**config.mk**
```make
export PLATFORM = sky130hd
export DESIGN_NAME = fetch_pipeline_control
export DESIGN_NICKNAME = d
export VERILOG_FILES = /design/src/rtl/fetch_pipeline_control.sv
export SDC_FILE = /design/constraint.sdc
export NUM_CORES = 1
export LEC_CHECK = 0
export CAP_MARGIN = 30
export CORE_AREA = 2 2 39 41
export CTS_BUF_LIST = sky130_fd_sc_hd__clkbuf_4 sky130_fd_sc_hd__clkbuf_8
export CTS_CLUSTER_DIAMETER = 80
export DETAILED_ROUTE_END_ITERATION = 16
export DIE_AREA = 0 0 41 43
export GPL_TIMING_DRIVEN = 0
export PLACE_DENSITY_LB_ADDON = 0.05
export REMOVE_ABC_BUFFERS = 1
export SYNTH_ARGS = -nofsm -noshare
export SYNTH_HDL_FRONTEND = slang
export SYNTH_SLANG_ARGS = --single-unit
```
**constraint.sdc**
```tcl
create_clock -name clk -period 1.15 [get_ports clk]
set_input_delay 0.23 -clock clk [delete_from_list [all_inputs] [get_ports clk]]
set_output_delay 0.23 -clock clk [all_outputs]
set_load 0.01 [all_outputs]
```
**src/rtl/fetch_pipeline_control.sv**
```systemverilog
// Fetch-side select sequencer: drives the PC, IR2 and PC2 muxes from stall/branch/restart requests.
// Optional build macro STALL_WATCHDOG_EN adds a sticky stall watchdog on stall_timeout.
module fetch_pipeline_control #(
  parameter int RESET_HOLD  = 2,
  parameter int FLUSH_SLOTS = 1,
  parameter int STALL_MAX   = 15
) (
  input  logic       clk,
  input  logic       reset,
  input  logic       stall_req,
  input  logic       branch_taken,
  input  logic       restart,
  output logic [1:0] selectmux0,
  output logic [1:0] selectmux1,
  output logic       selectmux2,
  output logic       busy,
  output logic [1:0] state,
  output logic       stall_timeout
);

  localparam int CMAX = (RESET_HOLD > FLUSH_SLOTS) ? RESET_HOLD : FLUSH_SLOTS;
  localparam int CW   = $clog2(CMAX + 1);
  localparam logic [CW-1:0] CNT_BOOT  = CW'(RESET_HOLD);
  localparam logic [CW-1:0] CNT_FLUSH = CW'(FLUSH_SLOTS - 1);
  localparam logic [CW-1:0] ONE       = CW'(1);

  generate
    if (RESET_HOLD < 1 || FLUSH_SLOTS < 1 || STALL_MAX < 1) begin : g_bad_param
      $error("fetch_pipeline_control: RESET_HOLD, FLUSH_SLOTS and STALL_MAX must be >= 1");
    end
  endgenerate

  typedef enum logic [1:0] {BOOT = 2'd0, RUN = 2'd1, STALL = 2'd2, FLUSH = 2'd3} state_t;

  state_t        state_q, state_n;
  logic [CW-1:0] cnt_q, cnt_n;

  always_ff @(posedge clk or posedge reset) begin
    if (reset) begin
      state_q <= BOOT;
      cnt_q   <= CNT_BOOT;
    end else begin
      state_q <= state_n;
      cnt_q   <= cnt_n;
    end
  end

  // Selects are Mealy: registered state plus this cycle's requests.
  always_comb begin
    selectmux0 = 2'd1;
    selectmux1 = 2'd0;
    selectmux2 = 1'b0;
    state_n    = state_q;
    cnt_n      = cnt_q;
    if (restart) begin
      selectmux0 = 2'd0;
      selectmux1 = 2'd1;
      state_n    = BOOT;
      cnt_n      = CNT_BOOT;
    end else if (state_q == BOOT) begin
      selectmux0 = 2'd0;
      selectmux1 = 2'd1;
      if (cnt_q <= ONE) state_n = RUN;
      if (cnt_q != '0)  cnt_n   = cnt_q - ONE;
    end else if (branch_taken) begin
      selectmux0 = 2'd3;
      selectmux1 = 2'd1;
      if (FLUSH_SLOTS == 1) begin
        state_n = RUN;
      end else begin
        state_n = FLUSH;
        cnt_n   = CNT_FLUSH;
      end
    end else if (stall_req) begin
      selectmux0 = 2'd2;
      selectmux2 = 1'b1;
      if (state_q == FLUSH) begin
        selectmux1 = 2'd1;   // bubble stays in IR2, flush count frozen
      end else begin
        selectmux1 = 2'd2;
        state_n    = STALL;
      end
    end else if (state_q == FLUSH) begin
      selectmux1 = 2'd1;
      if (cnt_q <= ONE) state_n = RUN;
      if (cnt_q != '0)  cnt_n   = cnt_q - ONE;
    end else begin
      state_n = RUN;
    end
  end

  assign state = state_q;
  assign busy  = (state_q != RUN);

`ifdef STALL_WATCHDOG_EN
  localparam int WW = $clog2(STALL_MAX + 1);
  localparam logic [WW-1:0] WD_MAX = WW'(STALL_MAX);
  logic [WW-1:0] wd_q;
  logic          to_q;

  // selectmux2 high marks a cycle where a stall is actually holding the pipe.
  always_ff @(posedge clk or posedge reset) begin
    if (reset) begin
      wd_q <= '0;
      to_q <= 1'b0;
    end else if (restart) begin
      wd_q <= '0;
      to_q <= 1'b0;
    end else if (selectmux2) begin
      if (wd_q != WD_MAX) wd_q <= wd_q + WW'(1);
      if (wd_q >= WD_MAX - WW'(1)) to_q <= 1'b1;
    end else begin
      wd_q <= '0;
    end
  end

  assign stall_timeout = to_q;
`else
  assign stall_timeout = 1'b0;
`endif

endmodule

```
==> results.sh, run 1 <==
export IMPL_status="finished, violations left"
export IMPL_violations="negative setup slack"
export IMPL_dp_hpwl_um=692
export IMPL_end_kind="output port"
export IMPL_synth_flop_cell="dfrtp_1"
export IMPL_fin_nets=86
export IMPL_viasPerCell=4.70
export IMPL_hold_path_class="primary input to async pin"
export IMPL_synth_edff_count=0
export IMPL_numPortBuffers=12
export IMPL_critical_path_required_ns=0.92
export IMPL_place_gp_congestion=0.735
export IMPL_rows=14
export IMPL_insertion_delay_ns=0.25
export IMPL_yosysUniqueCellTypes=28
export IMPL_skew_ns=0.00925
export IMPL_syn_area_um2=373
export IMPL_arrival_ns=1.36
export IMPL_hold_buffers=0
export IMPL_post_route_period_util_pct=138
export IMPL_async_flop_share_pct=100
export IMPL_routed_top_layer="met4"
export IMPL_io_pins=14
export IMPL_worstPathCellList="buf_6, xnor2_2, or3_1, buf_2"
export IMPL_slowest_stage="dfrtp_2"
export IMPL_grt_overflow=0
export IMPL_die_area_um2=1760
export IMPL_layout_setup_ws_ns=-0.440
export IMPL_hold_viol_final=0
export IMPL_wirelength_um=1320
export IMPL_drive_gt1_share_pct=60.3
export IMPL_die_h_um=43
export IMPL_drc_errors=0
export IMPL_cts_tree="done"
export IMPL_synth_warnings=0
export IMPL_grt_usage_pct=18.1
export IMPL_cap_violations=0
export IMPL_slowest_delay_ns=0.42
export IMPL_wire_per_inst_um=14.0
export IMPL_antenna_cells=0
export IMPL_wirelength_met1_um=555
export IMPL_r2r_start="state[1]"
export IMPL_synth_top_area_share_pct=20.1
export IMPL_yosys_top_cells_area="dfrtp_1 (20%), dfstp_2 (7.0%), ha_1 (6.7%)"
export IMPL_grt_max_degree=10
export IMPL_setup_violations=11
export IMPL_core_area_um2=1380
export IMPL_start_util_pct=26.9
export IMPL_yosys_cell_count_top_type="inv_1"
export IMPL_finalMaxSlewViolations=0
export IMPL_cts_max_path_buffers=2
export IMPL_synth_cells=46
export IMPL_worst_r2r_endpoint="cnt_q[0]"
export IMPL_cts_num_sinks=4
export IMPL_wl_met3_um=57
export IMPL_syn_mean_instance_area_um2=8.11
export IMPL_die_w_um=41
export IMPL_post_place_cells=70
export IMPL_p_leak_nw=0.348
export IMPL_grt_pass1_vias=492
export IMPL_path_class="flop to output port"
export IMPL_clk_pin_slew_worst_paths_ns=0.04
export IMPL_ys_seq_elements=4
export IMPL_synth_top_area_cell="dfrtp_1"
export IMPL_powerDensity_nw_per_um2=1870
export IMPL_synth_commonest_cells="inv_1 (5), nor3_1 (4), dfrtp_1 (3), nor2_1 (3), o21ai_0 (3)"
export IMPL_antenna_found_initial=0
export IMPL_htreeDepth=1
export IMPL_drt_first_pass_iters=2
export IMPL_worstPathMaxFanout=3
export IMPL_rrSetupSlack_ns=-0.18
export IMPL_layout_min_cycle_time_ns=1.59
export IMPL_yosysSeqAreaShare_pct=27.2
export IMPL_ff2ff_path_depth=6
export IMPL_cts_made_buffers=3
export IMPL_finalNonFillerCells=94
export IMPL_root_buffer="clkbuf_4"
export IMPL_final_antenna_net_count=0
export IMPL_via_count=442
export IMPL_area_delta_synth_final_pct=102
export IMPL_peakVddDrop_uv=800
export IMPL_power_total_mw=1.41
export IMPL_rsz0062_at_grt="yes"
export IMPL_drt_first_iter_violations=5
export IMPL_fill_cells=131
export IMPL_wl_met2_um=620
export IMPL_grt_first_pass_wirelength_um=2020
export IMPL_fmax_ghz=0.629
export IMPL_startpoint_type="flop"
## cell usage in the layout, fill, tap and decap left out, types with 3 or more instances in the layout
master / instances
buf_6: 14
dlygate4sd2_1: 3
inv_1: 3
buf_4: 10
buf_2: 4
nor3_1: 4
clkbuf_4: 4
## metal layers
| metal | global-route usage (%) | vias to the layer above |
|---|---|---|
| met5 | 0 | - |
| met4 | 18.7 | 0 |
| met3 | 4.19 | 10 |
| met2 | 26.9 | 19 |
| met1 | 18.8 | 190 |
| li1 | - | 223 |
## worst max path at each step
stage / startpoint / slack (ns) / depth (start not counted) / to
floorplan: cnt_q[1] / -0.11 / 4 / state[0]
global placement: branch_taken / -0.78 / 4 / selectmux2
detailed placement: branch_taken / -0.81 / 4 / selectmux1[1]
CTS: state[0] / -0.45 / 4 / selectmux1[0]
global route: state[1] / -0.48 / 4 / selectmux1[0]
finish: state[0] / -0.44 / 4 / selectmux1[0]
## power breakdown
group / leakage, nW / internal, mW / total (mW) / switching [mW]
Sequential: 0.0472 / 0.200 / 0.249 / 0.0489
Clock: 0.0184 / 0.154 / 0.221 / 0.0671
Combinational: 0.282 / 0.549 / 0.944 / 0.394
## flip-flops by register name, indices dropped and copies added, names as in the netlist
signal  flops
cnt_q       2
state       2
## timing repair
action / in CTS / in global routing
setup endpoints to repair: 12 / 12
buffers inserted: 16 / 5
gates resized for setup: 57 / 13
pin swaps: 8 / 3
## worst max-delay path, delay by kind of cell (launching register included)
family / cells / cell delay [ns]
and+or+nand+nor: 1 / 0.30
buffers and inverters: 2 / 0.27
DFF: 1 / 0.42
xor gates and xnor gates: 1 / 0.13
## final cells by class
cell class | instances | area [um2] | area share [%]
repair buffers | 32 | 289 | 38.3
flip-flops and latches | 4 | 104 | 13.8
inverters | 5 | 21.3 | 2.82
well taps | 16 | 20.0 | 2.65
clock buffers | 4 | 30.0 | 3.98
multi-input cells | 33 | 290 | 38.5
## kinds of logic after synthesis
family	share of synthesized area, %
simple gates	31.2
buf+inv	14.4
other cells	1.01
xor+xnor	2.35
compound gates	17.1
flops	27.2
fa+ha+maj	6.71
## per-stage QoR
stage	TNS [ns]	utilization, %	area (um2)	hold slack (ns)	worst slack [ns]
after floorplan	-0.277	-	338	-0.00464	-0.110
after global placement	-5.18	34.5	478	0.421	-0.782
after detailed placement	-5.30	34.5	478	0.432	-0.806
after CTS	-2.62	47.8	662	0.172	-0.450
after global routing	-3.31	54.5	754	0.191	-0.479
final	-2.70	54.5	754	0.183	-0.440
Note: power is estimated with default switching activity, not from simulation.
==> run 2: changes to the inputs <==
- SLEW_MARGIN: not set -> 20
==> results of run 2 <==
Same layout as run 1: the final DEF is identical, and so are final timing and power.
